===== src/rtl/dsec_host.sv =====
// dsec_host: host-side initiator for the data-stream compression/encryption
// device. Loads the three 3DES keys, streams payload words into the device
// under rdy backpressure, collects encrypted output through a one-entry
// holding register, and latches the device error code until cleared.
// Optional: define DSEC_HOST_TIMEOUT_EN to add a stalled-beat timeout that
// forces ERR with an all-ones error code.
module dsec_host #(
    parameter int DATA_W     = 64,
    parameter int DRAIN_IDLE = 64,
    parameter int TIMEOUT    = 1024
) (
    input  logic              clk,
    input  logic              rst,
    input  logic              start,
    input  logic              clear,
    input  logic [DATA_W-1:0] key1,
    input  logic [DATA_W-1:0] key2,
    input  logic [DATA_W-1:0] key3,
    input  logic [DATA_W-1:0] src_data,
    input  logic              src_valid,
    input  logic              src_last,
    output logic              src_ready,
    input  logic              dev_rdy,
    input  logic              dev_error,
    input  logic              dev_out_valid,
    input  logic [DATA_W-1:0] dev_data_out,
    output logic [DATA_W-1:0] dev_data_in,
    output logic              dev_key_config,
    output logic              dev_in_valid,
    output logic              dev_out_rcvd,
    output logic [DATA_W-1:0] snk_data,
    output logic              snk_valid,
    input  logic              snk_ready,
    output logic              busy,
    output logic              done,
    output logic              err,
    output logic [DATA_W-1:0] err_code
);

    typedef enum logic [2:0] {S_IDLE, S_KEY, S_DATA, S_DRAIN, S_ERR} state_t;

    localparam int IW = $clog2(DRAIN_IDLE + 1);

    state_t            state_q,     state_d;
    logic [DATA_W-1:0] key_q [3];
    logic [DATA_W-1:0] key_d [3];
    logic [1:0]        key_idx_q,   key_idx_d;
    logic [IW-1:0]     idle_cnt_q,  idle_cnt_d;
    logic              hold_full_q, hold_full_d;
    logic [DATA_W-1:0] hold_data_q, hold_data_d;
    logic              done_q,      done_d;
    logic [DATA_W-1:0] err_code_q,  err_code_d;
    // Set on entry to ERR by dev_error: the device shows its code one cycle later.
    logic              err_cap_q,   err_cap_d;

`ifdef DSEC_HOST_TIMEOUT_EN
    localparam int TW = $clog2(TIMEOUT + 1);
    logic [TW-1:0]     to_cnt_q,    to_cnt_d;
`else
    logic              timeout_unused;
    assign timeout_unused = (TIMEOUT > 0);
`endif

    assign snk_valid = hold_full_q;
    assign snk_data  = hold_data_q;
    assign done      = done_q;
    assign err_code  = err_code_q;
    assign err       = (state_q == S_ERR);
    assign busy      = (state_q == S_KEY) || (state_q == S_DATA) || (state_q == S_DRAIN);

    // Device-side handshakes; forced low while rst is asserted.
    always_comb begin
        dev_key_config = 1'b0;
        dev_data_in    = '0;
        dev_in_valid   = 1'b0;
        src_ready      = 1'b0;
        dev_out_rcvd   = 1'b0;
        case (state_q)
            S_KEY: begin
                dev_key_config = 1'b1;
                dev_data_in    = key_q[key_idx_q];
                dev_in_valid   = dev_rdy;
            end
            S_DATA: begin
                dev_data_in    = src_data;
                dev_in_valid   = src_valid & dev_rdy;
                src_ready      = src_valid & dev_rdy;
            end
            default: ;
        endcase
        if (state_q != S_ERR)
            dev_out_rcvd = dev_out_valid & (~hold_full_q | snk_ready);
        if (rst) begin
            dev_in_valid = 1'b0;
            src_ready    = 1'b0;
            dev_out_rcvd = 1'b0;
        end
    end

    // Next-state logic for the session FSM, holding register and error capture.
    always_comb begin
        state_d     = state_q;
        key_d       = key_q;
        key_idx_d   = key_idx_q;
        idle_cnt_d  = idle_cnt_q;
        hold_full_d = hold_full_q;
        hold_data_d = hold_data_q;
        done_d      = 1'b0;
        err_code_d  = err_code_q;
        err_cap_d   = err_cap_q;

        // Load wins over drain: a same-cycle capture keeps snk_valid high.
        if (dev_out_rcvd) begin
            hold_full_d = 1'b1;
            hold_data_d = dev_data_out;
        end else if (snk_ready) begin
            hold_full_d = 1'b0;
        end

        case (state_q)
            S_IDLE: begin
                if (start) begin
                    key_d[0]  = key1;
                    key_d[1]  = key2;
                    key_d[2]  = key3;
                    key_idx_d = 2'd0;
                    state_d   = S_KEY;
                end
            end
            S_KEY: begin
                if (dev_in_valid)
                    key_idx_d = key_idx_q + 2'd1;
                if (dev_error) begin
                    state_d   = S_ERR;
                    err_cap_d = 1'b1;
                end else if (dev_in_valid && key_idx_q == 2'd2) begin
                    state_d   = S_DATA;
                end
            end
            S_DATA: begin
                if (dev_error) begin
                    state_d   = S_ERR;
                    err_cap_d = 1'b1;
                end else if (dev_in_valid && src_last) begin
                    state_d    = S_DRAIN;
                    idle_cnt_d = '0;
                end
            end
            S_DRAIN: begin
                if (dev_error) begin
                    state_d   = S_ERR;
                    err_cap_d = 1'b1;
                end else if (dev_out_valid) begin
                    idle_cnt_d = '0;
                end else if (idle_cnt_q == IW'(DRAIN_IDLE - 1)) begin
                    done_d  = 1'b1;
                    state_d = S_IDLE;
                end else begin
                    idle_cnt_d = idle_cnt_q + 1'b1;
                end
            end
            S_ERR: begin
                err_cap_d = 1'b0;
                if (err_cap_q)
                    err_code_d = dev_data_out;
                if (clear)
                    state_d = S_IDLE;
            end
            default: state_d = S_IDLE;
        endcase

`ifdef DSEC_HOST_TIMEOUT_EN
        to_cnt_d = to_cnt_q;
        if (state_q == S_KEY || state_q == S_DATA) begin
            if (dev_in_valid) begin
                to_cnt_d = '0;
            end else if ((state_q == S_KEY || src_valid) && !dev_rdy) begin
                if (to_cnt_q == TW'(TIMEOUT - 1)) begin
                    to_cnt_d = '0;
                    if (!dev_error) begin
                        state_d    = S_ERR;
                        err_code_d = '1;
                        err_cap_d  = 1'b0;
                    end
                end else begin
                    to_cnt_d = to_cnt_q + 1'b1;
                end
            end
        end else begin
            to_cnt_d = '0;
        end
`endif
    end

    // State registers; synchronous reset clears everything, data included.
    always_ff @(posedge clk) begin
        if (rst) begin
            state_q     <= S_IDLE;
            key_q[0]    <= '0;
            key_q[1]    <= '0;
            key_q[2]    <= '0;
            key_idx_q   <= '0;
            idle_cnt_q  <= '0;
            hold_full_q <= 1'b0;
            hold_data_q <= '0;
            done_q      <= 1'b0;
            err_code_q  <= '0;
            err_cap_q   <= 1'b0;
`ifdef DSEC_HOST_TIMEOUT_EN
            to_cnt_q    <= '0;
`endif
        end else begin
            state_q     <= state_d;
            key_q       <= key_d;
            key_idx_q   <= key_idx_d;
            idle_cnt_q  <= idle_cnt_d;
            hold_full_q <= hold_full_d;
            hold_data_q <= hold_data_d;
            done_q      <= done_d;
            err_code_q  <= err_code_d;
            err_cap_q   <= err_cap_d;
`ifdef DSEC_HOST_TIMEOUT_EN
            to_cnt_q    <= to_cnt_d;
`endif
        end
    end

endmodule


===== config.mk =====
export PLATFORM = sky130hd
export DESIGN_NAME = dsec_host
export DESIGN_NICKNAME = d
export VERILOG_FILES = /design/src/rtl/dsec_host.sv
export SDC_FILE = /design/constraint.sdc
export NUM_CORES = 1
export LEC_CHECK = 0
export ABC_AREA = 1
export CORE_AREA = 2 2 206 208
export CTS_CLUSTER_DIAMETER = 60
export DETAILED_ROUTE_END_ITERATION = 10
export DIE_AREA = 0 0 208 210
export GPL_ROUTABILITY_DRIVEN = 0
export PLACE_DENSITY_LB_ADDON = 0.12
export SYNTH_ARGS = -nofsm -noshare
export SYNTH_HDL_FRONTEND = slang
export SYNTH_SLANG_ARGS = --single-unit

===== constraint.sdc =====
create_clock -name clk -period 3.2 [get_ports clk]
set_clock_uncertainty 0.15 [all_clocks]
set_input_delay 0.64 -clock clk [delete_from_list [all_inputs] [get_ports clk]]
set_output_delay 0.64 -clock clk [all_outputs]
set_load 0.02 [all_outputs]

# Word-level counts from Yosys, hierarchy flattened
# Index checks and enable logic that the tools add are counted.
[word_totals] register_bits=335 romBits=0 mem_count=0 latch_bits=0 elab_cells=91 mem_bits_rw=0
[op_classes] multipliers=0 n_addsub=2 bitwise=6 n_eq_ne=19 reduce_logical=17 n_mux=35 magnitude_cmp=1 shifts=0 n_div=0
[op_table] op="binary-select mux 64 bit (select 2 bit)" count=1
[op_table] op="2-to-1 mux 64 bit" count=2
[op_table] op="one-hot mux 64 bit (2 select lines)" count=1
[op_table] op="2-to-1 mux 7 bit" count=5
[op_table] op="2-to-1 mux 3 bit" count=9
[op_table] op="one-hot mux 3 bit (5 select lines)" count=1
[op_table] op="one-hot mux 7 bit (2 select lines)" count=1
[op_table] op="2-to-1 mux 1 bit" count=10
[op_table] op="inequality test 2 bit (second input constant)" count=5
[op_table] op="inequality test 3 x 2 -> 1 bit (second input constant)" count=3
[op_table] op="inequality test 3 bit (second input constant)" count=3
[op_table] op="nonzero test 2 bit" count=4
[op_table] op="adder 7 x 1 -> 7 bit (second input constant)" count=1
[op_table] op="equality test 7 x 6 -> 1 bit (second input constant)" count=1
[op_table] op="equality test 3 x 2 -> 1 bit (second input constant)" count=2
[op_table] op="AND reduction 2 bit" count=3
[op_table] op="AND reduction 6 bit" count=1
[op_table] op="AND reduction 5 bit" count=1
[op_table] op="2-to-1 mux 2 bit" count=2
[op_table] op="inequality test 2 x 1 -> 1 bit (second input constant)" count=2
[op_table] op="one-hot mux 1 bit (2 select lines)" count=2
[op_table] op="one-hot mux 2 bit (2 select lines)" count=1
[op_table] op="OR reduction 4 bit" count=1
[op_table] op="equality test 3 x 1 -> 1 bit (second input constant)" count=1
[op_table] op="13 further kinds" count=17

# Longest topological paths before layout
[logic_depth] word_depth=7 mapped_depth=11 mapped_depth_nobuf=11

# Worst setup path after synthesis
# Ideal clock, no wire load.
[synth_timing] path_kind="input to output" start="input port rst" end="output port dev_out_rcvd" arrival_time_ns=1.310 setup_slack_ns=1.100 cell_stages=5 path_buffers=2 path_cell_list="clkbuf_1 > inv_2 > nand4_1 > inv_1 > buf_2"
[synth_between] elab_chain_len=1
[synth_rtl] element="from (decl)" line="13" rtl="input logic rst,"
[synth_rtl] element="2-to-1 mux 1 bit" line="93" rtl="if (rst) begin"
[synth_rtl] element="to (decl)" line="30" rtl="output logic dev_out_rcvd,"
# No other way between the ends.

# Worst setup path in the final report
[layout_timing] start="register state_q[0]" end="output port dev_key_config"
[layout_between] elab_chain_len=2
[layout_rtl] element="from (decl)" line="44" rtl="state_t state_q, state_d;"
[layout_rtl] element="from (signal assigned)" line="213" rtl="state_q <= state_d;"
[layout_rtl] element="equality test 3 x 1 -> 1 bit" line="78" rtl="case (state_q)"
[layout_rtl] element="2-to-1 mux 1 bit" line="78"
[layout_rtl] element="to (decl)" line="28" rtl="output logic dev_key_config,"
# No other way between the ends.

==> impl_metrics.xml <==
<?xml version="1.0" encoding="UTF-8"?>
<metrics>
  <group name="timing">
    <metric name="report.final.slew_viol_count" unit="">0</metric>
    <metric name="worst_pin_slew" unit="ns">0.857</metric>
    <metric name="rsz_0062_raised_after_global_routing" unit="">false</metric>
    <metric name="setup_slack" unit="ns">0.129</metric>
    <metric name="final_hold_viol_count" unit="">0</metric>
    <metric name="report.final.setup_viol" unit="">0</metric>
    <metric name="layout_worst_path_cycle_share" unit="">0.960</metric>
    <metric name="slew-limit-headroom" unit="">0.429</metric>
    <metric name="max_clock_freq" unit="GHz">0.326</metric>
    <metric name="final.min_clock_period" unit="ns">3.07</metric>
  </group>
  <group name="cells_and_area">
    <metric name="stdcell_area" unit="um2">20800</metric>
    <metric name="layout.nets" unit="">2619</metric>
    <metric name="area_growth_syn_to_layout" unit="%">50.3</metric>
    <metric name="post-route-util" unit="">0.500</metric>
    <metric name="final.fill_count" unit="">4164</metric>
    <metric name="share_of_layout_cells_above_drive_strength_1" unit="">0.0518</metric>
  </group>
  <group name="synth">
    <metric name="synth-seq-cells" unit="">335</metric>
    <metric name="post-synth-top-area-fraction" unit="">0.485</metric>
    <metric name="yosysWarningCount" unit="">0</metric>
    <metric name="synthesis.area_per_instance" unit="um2">7.51</metric>
    <metric name="yosys-top-cells-area" unit="">sky130_fd_sc_hd__dfxtp_1 49%, sky130_fd_sc_hd__o21ai_0 13%, sky130_fd_sc_hd__a21oi_1 9.8%</metric>
    <metric name="synth_top_flop_cell" unit="">sky130_fd_sc_hd__dfxtp_1</metric>
    <metric name="ys_types" unit="">26</metric>
    <metric name="synth_top_area_cell" unit="">sky130_fd_sc_hd__dfxtp_1</metric>
    <metric name="synthCells" unit="">1839</metric>
    <metric name="seq_area_frac_synth" unit="">0.485</metric>
    <metric name="synth_nets" unit="">2171</metric>
    <metric name="number_of_enable_type_register_cells_in_the_synthesized_netlist" unit="">0</metric>
    <metric name="asyncSetResetFlopFracSynth" unit="">0</metric>
    <metric name="synth_area" unit="um2">13800</metric>
  </group>
  <group name="clock_tree">
    <metric name="postCtsSetupBuffers" unit="">0</metric>
    <metric name="ctsHtreeMaxLevel" unit="">2</metric>
    <metric name="clock_latency" unit="ns">0.54</metric>
    <metric name="cts.root.buffer_cell" unit="">sky130_fd_sc_hd__clkbuf_16</metric>
    <metric name="clkSinkCount" unit="">335</metric>
    <metric name="clock_tree.buffer_depth" unit="">3</metric>
    <metric name="tritoncts" unit="">built</metric>
    <metric name="cts.hold.buffers_added" unit="">0</metric>
    <metric name="tritoncts.num_buffers" unit="">40</metric>
    <metric name="clk_pin_slew_worst_paths" unit="ns">0.06</metric>
  </group>
  <group name="global_route">
    <metric name="track_usage" unit="">0.224</metric>
    <metric name="grt_antenna_before_repair" unit="">4</metric>
    <metric name="wire_length_of_the_first_global_routing_pass" unit="um">77600</metric>
    <metric name="grt_pass1_vias" unit="">13265</metric>
    <metric name="grt-ovfl-total" unit="">0</metric>
    <metric name="grt_max_degree" unit="">144</metric>
  </group>
  <group name="power">
    <metric name="leakage" unit="nW">8.16</metric>
    <metric name="total_power" unit="W">0.0148</metric>
    <metric name="pwr_density_cell" unit="nW/um2">715</metric>
    <metric name="peakVddDrop" unit="V">0.000310</metric>
  </group>
  <group name="die">
    <metric name="boundaryPins" unit="">530</metric>
    <metric name="floorplan.initialDensity" unit="">0.333</metric>
    <metric name="core-area" unit="um2">41500</metric>
    <metric name="die-area" unit="um2">43700</metric>
    <metric name="dieHeight" unit="um">210</metric>
    <metric name="fp-row-count" unit="">75</metric>
    <metric name="die_w" unit="um">208</metric>
  </group>
  <group name="critical_path">
    <metric name="crit_path_max_fanout" unit="">37</metric>
    <metric name="critical_path_class" unit="">reg -&gt; out</metric>
    <metric name="ff2ff_setup_slack" unit="ns">0.83</metric>
    <metric name="cp_data_required_time" unit="ns">2.41</metric>
    <metric name="arrival" unit="ns">2.28</metric>
    <metric name="r2r_end" unit="">err_code[30]</metric>
    <metric name="critical_path_origin" unit="">state_q[0]</metric>
    <metric name="timing.critical_path.to_type" unit="">output port</metric>
    <metric name="reg2reg_depth" unit="">8</metric>
    <metric name="timing.rr.start" unit="">state_q[1]</metric>
    <metric name="setup.worst_path.start_class" unit="">flop</metric>
    <metric name="endpoint" unit="">dev_key_config</metric>
  </group>
  <group name="routing">
    <metric name="antenna_left" unit="">0</metric>
    <metric name="drtIter0Drc" unit="">820</metric>
    <metric name="maxUsedRoutingLayer" unit="">met5</metric>
    <metric name="via_cell_ratio" unit="">4.96</metric>
    <metric name="totalWireLength" unit="um">51300</metric>
    <metric name="wire_per_inst" unit="um">17.9</metric>
    <metric name="met2_length" unit="um">25200</metric>
    <metric name="drc" unit="">0</metric>
    <metric name="met1_length" unit="um">21500</metric>
    <metric name="met3RoutedLength" unit="um">3580</metric>
    <metric name="drt_pass1_iterations" unit="">5</metric>
    <metric name="vias" unit="">14173</metric>
  </group>
  <group name="placement">
    <metric name="dpl-instance-area" unit="um2">19400</metric>
    <metric name="dp_hpwl" unit="um">35600</metric>
    <metric name="pre_cts_ws" unit="ns">0.0740</metric>
    <metric name="io_buf_count" unit="">529</metric>
  </group>
  <group name="run">
    <metric name="max_cap_violations" unit="">0</metric>
  </group>
  <group name="hold_path">
    <metric name="hold_path.class" unit="">reg -&gt; reg</metric>
  </group>
  <group name="status">
    <metric name="status" unit="">finished, final reports clean</metric>
  </group>
</metrics>
-- worst min path at each step --
stage              start      endpoint  slack (ns)  depth (start not counted)
2_1_floorplan  key_q[10]     key_q[10]        0.27                          2
3_3_place_gp    key_q[1]      key_q[1]        0.28                          2
3_5_place_dp   key_q[36]     key_q[36]        0.29                          2
4_1_cts              rst  key_idx_q[1]        0.28                          2
5_1_grt              rst  key_idx_q[1]        0.31                          2
6_report       key_q[62]     key_q[62]        0.30                          2
-- flip-flops by register name, indices dropped and copies added, names as in the netlist --
register	flops
done	1
err_cap_q	1
err_code	64
idle_cnt_q	7
key_idx_q	2
key_q	192
snk_data	64
snk_valid	1
state_q	3
-- cell usage after synthesis, types with 8 or more instances --
master	n
sky130_fd_sc_hd__nor2_1	276
sky130_fd_sc_hd__o21ai_1	28
sky130_fd_sc_hd__a21oi_1	270
sky130_fd_sc_hd__buf_4	8
sky130_fd_sc_hd__buf_2	72
sky130_fd_sc_hd__inv_1	147
sky130_fd_sc_hd__clkbuf_1	60
sky130_fd_sc_hd__nand3_1	82
sky130_fd_sc_hd__o21ai_0	363
sky130_fd_sc_hd__dfxtp_1	335
sky130_fd_sc_hd__a22o_1	64
sky130_fd_sc_hd__nand2_1	95
-- repair_timing --
action / 4_1_cts / 5_1_grt
pin swaps: 0 / 0
endpoints found under the setup margin: 65 / 11
cloned: 0 / 0
gates resized for setup: 75 / 13
-- routing by layer --
layer,GRT usage,vias to the layer above
met3,0.0517,56
met4,0.0655,2
li1,-,7065
met2,0.387,498
met5,0,-
met1,0.278,6552
-- cells by family after synthesis --
logic type,synth area share
AO/OA/AOI/OAI,0.280
adder cells (fa/ha/maj),0.00181
buffers and inverters,0.0930
flip-flops,0.485
AND/OR/NAND/NOR,0.140
-- through the flow --
step           setup TNS (ns)  cells  hold WS, ns
2_1_floorplan               0   1839        0.275
3_3_place_gp                0   2784        0.284
3_5_place_dp                0   2784        0.289
4_1_cts                -0.470   2854        0.283
5_1_grt                     0   2857        0.305
6_report                    0   2857        0.295
-- where the power goes --
group | internal (W) | switching [W]
Combinational | 0.00190 | 0.00299
Clock | 0.00285 | 0.00180
Sequential | 0.00500 | 0.000291
-- critical path: stages (launching register included) --
cell	delay, ns
sky130_fd_sc_hd__dfxtp_1	0.38
sky130_fd_sc_hd__inv_1	0.10
sky130_fd_sc_hd__nor2_1	0.13
sky130_fd_sc_hd__nand2_1	0.13
sky130_fd_sc_hd__inv_2	0.12
sky130_fd_sc_hd__buf_12	0.20
sky130_fd_sc_hd__clkdlybuf4s50_1	0.64
-- cell usage in the layout (no fill, tap or decap), drive strengths merged --
master	n
a21oi	270
a22o	64
buf	33
bufinv	2
clkbuf	61
clkdlybuf4s50	462
clkinv	4
clkinvlp	1
dfxtp	335
diode	3
dlygate4sd2	57
dlymetal6s2s	9
ha	2
inv	153
nand2	99
nand3	83
nand3b	1
nand4	4
nor2	280
nor3	1
nor4	2
o21ai	391
or2	1
-- final cells by class --
class                      count  area (um2)  area share
antenna                        3        7.51    0.000362
clock buffer                  61        1250      0.0603
clock inverter                 9         108     0.00518
inverter                     151         582      0.0280
multi-input combinational   1198        5840       0.281
sequential                   335        6710       0.323
tap                          539         674      0.0325
timing repair buffer         561        5590       0.269
(Power assumes the default switching activity.)
